<file path="src/rtl/latch_ctrl_pkg.sv">
// Shared types and defaults for the latch bank write scheduler.
package latch_ctrl_pkg;

  typedef enum logic [1:0] {
    IDLE   = 2'd0,
    SETUP  = 2'd1,
    ENABLE = 2'd2,
    HOLD   = 2'd3
  } state_e;

  localparam int unsigned DEF_NREQ      = 4;
  localparam int unsigned DEF_DW        = 8;
  localparam int unsigned DEF_SETUP_CYC = 1;
  localparam int unsigned DEF_EN_CYC    = 2;
  localparam int unsigned DEF_HOLD_CYC  = 1;

  function automatic int unsigned max3(input int unsigned a, input int unsigned b,
                                       input int unsigned c);
    int unsigned m;
    m = (a > b) ? a : b;
    return (m > c) ? m : c;
  endfunction

  // Counter holds at most max_len-1, so a single bit suffices for max_len <= 2.
  function automatic int unsigned cnt_width(input int unsigned max_len);
    return (max_len <= 2) ? 1 : $clog2(max_len);
  endfunction

endpackage

</file>
<file path="src/rtl/latch_rr_arb.sv">
// Combinational NREQ-way arbiter: first requester found searching upward from ptr_i, wrapping.
module latch_rr_arb
  import latch_ctrl_pkg::*;
#(
  parameter int unsigned NREQ = DEF_NREQ
) (
  input  logic [NREQ-1:0]         req_i,
  input  logic [$clog2(NREQ)-1:0] ptr_i,
  output logic [NREQ-1:0]         gnt_o,
  output logic [$clog2(NREQ)-1:0] win_o
);

  localparam int unsigned OW = $clog2(NREQ);

  logic          found;
  logic [OW-1:0] idx;

  always_comb begin
    gnt_o = '0;
    win_o = '0;
    found = 1'b0;
    idx   = '0;
    for (int unsigned k = 0; k < NREQ; k++) begin
      idx = OW'((32'(ptr_i) + k) % NREQ);
      if (!found && req_i[idx]) begin
        found      = 1'b1;
        gnt_o[idx] = 1'b1;
        win_o      = idx;
      end
    end
  end

endmodule

</file>
<file path="src/rtl/latch_bank_ctrl.sv">
// Write scheduler for a shared latch bank: setup / enable / hold sequencing per write.
// LATCH_CTRL_RR_EN selects round-robin arbitration; otherwise fixed priority (lowest index wins).
module latch_bank_ctrl
  import latch_ctrl_pkg::*;
#(
  parameter int unsigned NREQ      = DEF_NREQ,
  parameter int unsigned DW        = DEF_DW,
  parameter int unsigned SETUP_CYC = DEF_SETUP_CYC,
  parameter int unsigned EN_CYC    = DEF_EN_CYC,
  parameter int unsigned HOLD_CYC  = DEF_HOLD_CYC
) (
  input  logic                    clk,
  input  logic                    rst_n,
  input  logic [NREQ-1:0]         req,
  input  logic [NREQ*DW-1:0]      wdata,
  output logic [NREQ-1:0]         gnt,
  output logic                    busy,
  output logic [$clog2(NREQ)-1:0] owner,
  output logic [DW-1:0]           lat_d,
  output logic                    lat_en
);

  localparam int unsigned OW = $clog2(NREQ);
  localparam int unsigned CW = cnt_width(max3(SETUP_CYC, EN_CYC, HOLD_CYC));

  state_e          state_q, state_d;
  logic [CW-1:0]   cnt_q, cnt_d;
  logic [DW-1:0]   lat_d_q, lat_d_d;
  logic [OW-1:0]   owner_q, owner_d;
  logic [NREQ-1:0] gnt_q, gnt_d;
  logic            lat_en_q, lat_en_d;
  logic            busy_q, busy_d;

  logic [OW-1:0]   arb_ptr;
  logic [NREQ-1:0] arb_gnt;
  logic [OW-1:0]   arb_win;
  logic [DW-1:0]   win_data;

  latch_rr_arb #(.NREQ(NREQ)) u_arb (
    .req_i (req),
    .ptr_i (arb_ptr),
    .gnt_o (arb_gnt),
    .win_o (arb_win)
  );

  // One-hot AND-OR data select of the winning requester.
  always_comb begin
    win_data = '0;
    for (int i = 0; i < int'(NREQ); i++) begin
      if (arb_gnt[i]) win_data = win_data | wdata[i*DW +: DW];
    end
  end

`ifdef LATCH_CTRL_RR_EN
  logic [OW-1:0] ptr_q, ptr_d;

  always_comb begin
    ptr_d = ptr_q;
    if (state_q == IDLE && |req) begin
      ptr_d = (arb_win == OW'(NREQ - 1)) ? '0 : arb_win + OW'(1);
    end
  end

  always_ff @(posedge clk or negedge rst_n) begin
    if (!rst_n) ptr_q <= '0;
    else        ptr_q <= ptr_d;
  end

  assign arb_ptr = ptr_q;
`else
  assign arb_ptr = '0;
`endif

  // Next-state and registered-output decode; outputs are derived from the next state.
  always_comb begin
    state_d  = state_q;
    cnt_d    = cnt_q;
    lat_d_d  = lat_d_q;
    owner_d  = owner_q;
    gnt_d    = '0;
    lat_en_d = 1'b0;
    busy_d   = 1'b0;

    unique case (state_q)
      IDLE: begin
        if (|req) begin
          state_d = SETUP;
          cnt_d   = CW'(SETUP_CYC - 1);
          lat_d_d = win_data;
          owner_d = arb_win;
        end
      end
      SETUP: begin
        if (cnt_q == '0) begin
          state_d = ENABLE;
          cnt_d   = CW'(EN_CYC - 1);
        end else begin
          cnt_d = cnt_q - CW'(1);
        end
      end
      ENABLE: begin
        if (cnt_q == '0) begin
          state_d = HOLD;
          cnt_d   = CW'(HOLD_CYC - 1);
        end else begin
          cnt_d = cnt_q - CW'(1);
        end
      end
      HOLD: begin
        if (cnt_q == '0) state_d = IDLE;
        else             cnt_d   = cnt_q - CW'(1);
      end
      default: state_d = IDLE;
    endcase

    lat_en_d = (state_d == ENABLE);
    busy_d   = (state_d != IDLE);
    if (state_d == HOLD && cnt_d == '0) gnt_d[owner_d] = 1'b1;
  end

  always_ff @(posedge clk or negedge rst_n) begin
    if (!rst_n) begin
      state_q  <= IDLE;
      cnt_q    <= '0;
      lat_d_q  <= '0;
      owner_q  <= '0;
      gnt_q    <= '0;
      lat_en_q <= 1'b0;
      busy_q   <= 1'b0;
    end else begin
      state_q  <= state_d;
      cnt_q    <= cnt_d;
      lat_d_q  <= lat_d_d;
      owner_q  <= owner_d;
      gnt_q    <= gnt_d;
      lat_en_q <= lat_en_d;
      busy_q   <= busy_d;
    end
  end

  assign gnt    = gnt_q;
  assign busy   = busy_q;
  assign owner  = owner_q;
  assign lat_d  = lat_d_q;
  assign lat_en = lat_en_q;

endmodule

</file>
<file path="config.mk">
export PLATFORM = sky130hd
export DESIGN_NAME = latch_bank_ctrl
export DESIGN_NICKNAME = d
export VERILOG_FILES = /design/src/rtl/latch_ctrl_pkg.sv /design/src/rtl/latch_rr_arb.sv /design/src/rtl/latch_bank_ctrl.sv
export SDC_FILE = /design/constraint.sdc
export NUM_CORES = 1
export LEC_CHECK = 0
export CORE_MARGIN = 2
export CORE_UTILIZATION = 39
export DETAILED_ROUTE_END_ITERATION = 8
export MAX_ROUTING_LAYER = met4
export PLACE_DENSITY = 0.76
export RECOVER_POWER = 50
export SLEW_MARGIN = 40
export SYNTH_ARGS = -nofsm -noshare
export SYNTH_HDL_FRONTEND = slang
export SYNTH_HIERARCHICAL = 1
export SYNTH_SLANG_ARGS = --single-unit
</file>
<file path="constraint.sdc">
create_clock -name clk -period 1.3 [get_ports clk]
set_clock_uncertainty 0.15 [all_clocks]
set_input_delay 0.26 -clock clk [delete_from_list [all_inputs] [get_ports clk]]
set_output_delay 0.26 -clock clk [all_outputs]
set_load 0.02 [all_outputs]
</file>
==> results of run 1 <==
## cell usage in the layout, fill, tap and decap left out, drive strengths merged
master / netlist / final
mux2i: 2 / 2
nor2b: 2 / 2
dfrtp: 19 / 19
and4: 1 / 1
nand2b: 3 / 3
o22ai: 2 / 2
a32oi: 1 / 1
o21ai: 7 / 7
o31ai: 1 / 1
o31a: 1 / 1
conb: 1 / 14
buf: 4 / 47
a22oi: 25 / 25
a21oi: 1 / 1
dlygate4sd3: 0 / 1
nor4: 1 / 1
clkdlybuf4s50: 0 / 32
and3: 2 / 2
and4b: 2 / 2
nor2: 5 / 5
xnor2: 2 / 2
nand3b: 2 / 2
inv: 3 / 3
nor3: 2 / 2
clkbuf: 4 / 5
o21bai: 1 / 1
a22o: 1 / 1
o21a: 1 / 1
ha: 5 / 5
mux4: 4 / 4
clkinv: 0 / 1
nand2: 10 / 10
mux2: 10 / 10
## what timing repair did
action                     in CTS  in global routing
hold endpoints to repair        0                  0
setup buffers                   4                  4
resized for setup             116                 17
gates cloned                    0                  1
setup endpoints to repair      29                 21
pin swaps                      22                  6
## metrics by stage
| stage | total power, uW | util [%] | hold WS, ns |
|---|---|---|---|
| global placement | 2920 | 63.4 | 0.341 |
| CTS | 3240 | 67.2 | 0.132 |
| finish | 3580 | 70.7 | 0.280 |
| global route | 3800 | 70.7 | 0.306 |
| detailed placement | 2990 | 63.4 | 0.347 |
| floorplan | 2060 | - | -0.186 |
## power groups by stage
stage          clock [uW]  combinational [uW]  sequential [uW]
2_1_floorplan           0                 788             1270
3_3_place_gp            0                1940              978
3_5_place_dp            0                2000              989
4_1_cts               306                1960              969
5_1_grt               342                2420             1030
6_report              291                2290              999
## worst paths after layout
check                                       end  slack (ns)  depth (start not counted)
min reg2reg                lat_d[5]$_DFFE_PN0P_        0.36                          1
max reg2reg                lat_d[3]$_DFFE_PN0P_       -0.16                          4
min in group clk           lat_d[5]$_DFFE_PN0P_        0.36                          1
max in group asynchronous    owner[1]$_DFF_PN0_        0.40                          2
max                        lat_d[1]$_DFFE_PN0P_       -0.51                          9
min                            gnt[0]$_DFF_PN0_        0.28                          2
## layout make-up
type                            instances  area, um2
Multi-Input combinational cell        108       1010
Fill cell                             250        971
Timing Repair Buffer                   82        757
Sequential cell                        19        475
Tap cell                               46       57.6
Clock buffer                            3       22.5
Inverter                                3       11.3
Clock inverter                          1       5.00
## metal layers
| layer | up-vias | wire length (um) | GRT usage [%] |
|---|---|---|---|
| li1 | 652 | - | - |
| met1 | 653 | 1780 | 29.0 |
| met2 | 68 | 2170 | 40.1 |
| met3 | 4 | 330 | 5.41 |
| met4 | 0 | 48 | 3.89 |
| met5 | - | 0 | - |
## state kept, by name, summed over array words and instances, names as in the netlist
register  count
busy          1
cnt_q         1
gnt           4
lat_d         8
lat_en        1
owner         2
state_q       2
## worst max-delay path: stages
cell	delay [ns]
buf_6	0.09
mux4_2	0.48
nand2b_4	0.11
nor3_4	0.04
a22oi_2	0.18
o21ai_4	0.16
a22oi_1	0.18
nand2_1	0.09
mux2_2	0.26
## kinds of logic after synthesis
group,count (synthesis)
xor gates and xnor gates,2
muxes,16
AOI/OAI and AO/OA,41
other,1
adders and majority gates,5
buffers and inverters,11
and+or+nand+nor,30
DFF,19
==> results.cfg, run 1 <==
[outcome]
status = finished with violations
violations = setup timing

[worst_setup_path]
required_ns = 1.34
critPathCaptureType = register
worstPathArrival_ns = 1.85
crit_type = input port to register
cp_max_fo = 8
critPathLaunchType = input port
setup.worst_path.start = req[3]
regToRegStartpoint = state_q[0]$_DFF_PN0_

[place]
place_congestion = 0.823
pre_cts_ws_ns = -1.38
port-buffer-count = 53
dp_cells = 250
dp_hpwl_um = 3040
placed_area_um2 = 2100

[sta]
slew_viol_final = 0
hold_viol = 0
max_freq_mhz = 552
rsz0062_at_grt = yes
fin_crit_ns = 1.81
fin_tns_setup_ns = -4.57
setup_viol = 10
postLayoutSetupSlackWorst_ns = -0.512
period_share_pct = 139

[final_layout]
antennaDiodeCount = 0
final_cell_area_um2 = 2340
syn2layout_area_growth_pct = 75.4
final_layout_size_suffix_gt1_share_pct = 43.5
fin_cells = 262
nets = 260

[synthesis]
yosys_most_used_dff = dfrtp_1
yosys.area_share.adder_pct = 4.69
synthTopCellsByCount = 25 x a22oi_1, 19 x dfrtp_1, 10 x mux2_2, 10 x nand2_1, 6 x o21ai_1
async_flop_share_pct = 100
synth-xor-area-share_pct = 1.31
netlist_instances = 125
netlist.area_leader.share_pct = 35.6
synth_warnings = 6
synth_compound_area_share_pct = 21.7
synthSimpleGateAreaFrac_pct = 15.1
synth_top_family_by_area = compound AO/OA/AOI/OAI gates
synth_area_um2 = 1330
synth-seq-area-share_pct = 35.6
synth.area.top_cells = dfrtp_1 36%, a22oi_1 14%, mux2_2 8.4%
synth-edff-count = 0
synth_seq_cells = 19
synth.distinct_cells = 38
yosysMostFrequentCell = a22oi_1
muxShareOfSynthArea_pct = 17.0
yosysTopAreaCell = dfrtp_1
avgSynthCellArea_um2 = 10.7

[power]
internal_power_uw = 2190
p_sw_uw = 1390
ir_drop_mv = 1.31
combinationalPowerShare_pct = 63.9
netSwitchingFraction_pct = 38.8
p_clk_share_pct = 8.1
p_seq_share_pct = 27.9
power_density_nw_per_um2 = 1530
leakage_uw = 0.00105

[clocking]
clock-root-buffer = clkbuf_4
clockBufferDepth = 2
cts_tree = done
clk_latency_ns = 0.29
cts_buffers = 3
cts_sinks = 19
path_clk_slew_ns = 0.11
htree_levels = 1
holdBufCountCts = 0

[die]
fp.dieH_um = 62.5
die-area_um2 = 3900
die_x_um = 62.5
start_util_pct = 40.3
pin_count = 54
row_count = 21
core_area_um2 = 3310

[grt]
grt_max_degree = 20
antenna_found_initial = 0
overflow = 0
grt_pass1_wl_um = 7240
grt_use_total_pct = 23.5
grt_pass1_vias = 1393

[routing]
wirelength_um = 4330
first_pass_iters = 4
drtIter0Drc = 36
drt-wirelength-per-cell_um = 16.5
vias_per_cell = 5.26
vias = 1377
route.antenna.remaining_nets = 0
drc = 0

[job]
cap_violations = 0

[hold_path]
hold_class = input port to asynchronous set/reset pin
Power figures use the tool's default switching activity.
==> inputs of run 2 (changes only) <==
Settings changed: CORE_UTILIZATION 39 to 40, CTS_BUF_LIST set to sky130_fd_sc_hd__clkbuf_8, PLACE_DENSITY 0.76 to 0.78.
==> results.cfg, run 2 (same netlist as run 1, synthesis figures left out) <==
[outcome]
status = finished with violations
violations = setup timing

[worst_setup_path]
critPathLaunchType = input port
path_buf_inv = 1
cpMaxStageDelayCell = mux4_2
critPathMaxStageDelay_ns = 0.48
required_ns = 1.29
cp_max_fo = 8
critPathCaptureType = register
r2r_slack_ns = -0.04
path_delay_family = multiplexers
crit_chain = buf_6 > mux4_2 > nand2b_4 > nor3_4 > a22oi_2 > o21ai_4 > a22oi_1 > nand2_1 > mux2_4
worstPathArrival_ns = 1.88
crit_type = input port to register

[sta]
rsz0062_at_grt = yes
fin_crit_ns = 1.89
max_freq_mhz = 530
hold_viol = 0
period_share_pct = 145
postLayoutSetupSlackWorst_ns = -0.586
slew_viol_final = 0
setup_viol = 10

[place]
dp_hpwl_um = 3060
placed_area_um2 = 2090
port-buffer-count = 53
place_congestion = 0.826
pre_cts_ws_ns = -1.38

[die]
core_area_um2 = 3100
row_count = 20
pin_count = 54
die-area_um2 = 3810
fp.dieH_um = 61.7
start_util_pct = 43.0
die_x_um = 61.7

[final_layout]
final_layout_size_suffix_gt1_share_pct = 39.7
final_cell_area_um2 = 2200
syn2layout_area_growth_pct = 65.1
seqCellArea_um2 = 475
nets = 253
mostFrequentLayoutCells = 32 x clkdlybuf4s50_1, 19 x dfrtp_1, 18 x buf_4, 16 x buf_2, 15 x a22oi_1
multi_input_area_um2 = 976
fillCellCount = 267
largest_reg_flops = 8
final_core_util_pct = 71.0
antennaDiodeCount = 0
final_common_cell = clkdlybuf4s50_1

[hold_path]
hold_class = input port to asynchronous set/reset pin

[clocking]
clock-root-buffer = clkbuf_8
cts_tree = done
cts_sinks = 19
path_clk_slew_ns = 0.07
htree_levels = 1
clk_latency_ns = 0.25
cts_buffers = 3
clockBufferDepth = 2
holdBufCountCts = 0

[grt]
grt_use_total_pct = 21.5
antenna_found_initial = 0
grt_max_degree = 20
overflow = 0
grt_pass1_vias = 1353
grt_pass1_wl_um = 5910

[routing]
met2_length_um = 2010
drc = 0
top_layer = met3
route.antenna.remaining_nets = 0
met3_length_um = 350
wirelength_um = 3920
drtIter0Drc = 37
vias_per_cell = 5.15
drt-wirelength-per-cell_um = 15.5
first_pass_iters = 4
vias = 1303
wl_met1_um = 1570

[power]
ir_drop_mv = 1.03
leakage_uw = 0.000987
power_density_nw_per_um2 = 1510

[job]
cap_violations = 0
[run 2: repair_timing]
action,CTS,global route
endpoints found under the setup margin,29,21
pin swaps,12,12
setup buffers,2,0
gates resized for setup,95,15
[run 2: area by class of cell]
type	instances	area share (%)
Inverter	3	0.511
Clock buffer	3	1.88
Sequential cell	19	21.6
Clock inverter	1	0.227
Tap cell	44	2.50
Multi-Input combinational cell	108	44.3
Timing Repair Buffer	75	29.0
[run 2: report_power, final]
part	total, uW	switching [uW]	leakage (uW)	internal [uW]
clock	408	195	0.0000255	213
sequential	977	124	0.000237	853
combinational	1940	971	0.000724	969
total	3320	1290	0.000987	2030
[run 2: metal layers]
metal | track usage, % | vias up
li1 | - | 636
met1 | 22.2 | 619
met2 | 40.9 | 48
met3 | 4.97 | 0
met4 | 4.56 | 0
met5 | - | -
[run 2: path summary, 6_finish.rpt]
| check | end | depth (start not counted) | from |
|---|---|---|---|
| max reg2reg | owner[0]$_DFF_PN0_ | 4 | state_q[0]$_DFF_PN0_ |
| min reg2reg | lat_d[7]$_DFFE_PN0P_ | 1 | lat_d[7]$_DFFE_PN0P_ |
| max in group asynchronous | gnt[1]$_DFF_PN0_ | 2 | rst_n |
| min | cnt_q$_DFF_PN0_ | 2 | rst_n |
| max | lat_d[3]$_DFFE_PN0P_ | 9 | req[3] |
| min in group clk | lat_d[7]$_DFFE_PN0P_ | 1 | lat_d[7]$_DFFE_PN0P_ |
[run 2: metrics by stage]
step	TNS, ns	hold WS (ns)	power [uW]	instances
floorplan	-6.57	-0.186	2060	138
global placement	-13.63	0.336	2910	247
detailed placement	-14.87	0.350	2980	247
CTS	-5.08	0.195	3340	253
global route	-5.32	0.374	3540	253
finish	-4.97	0.340	3320	253
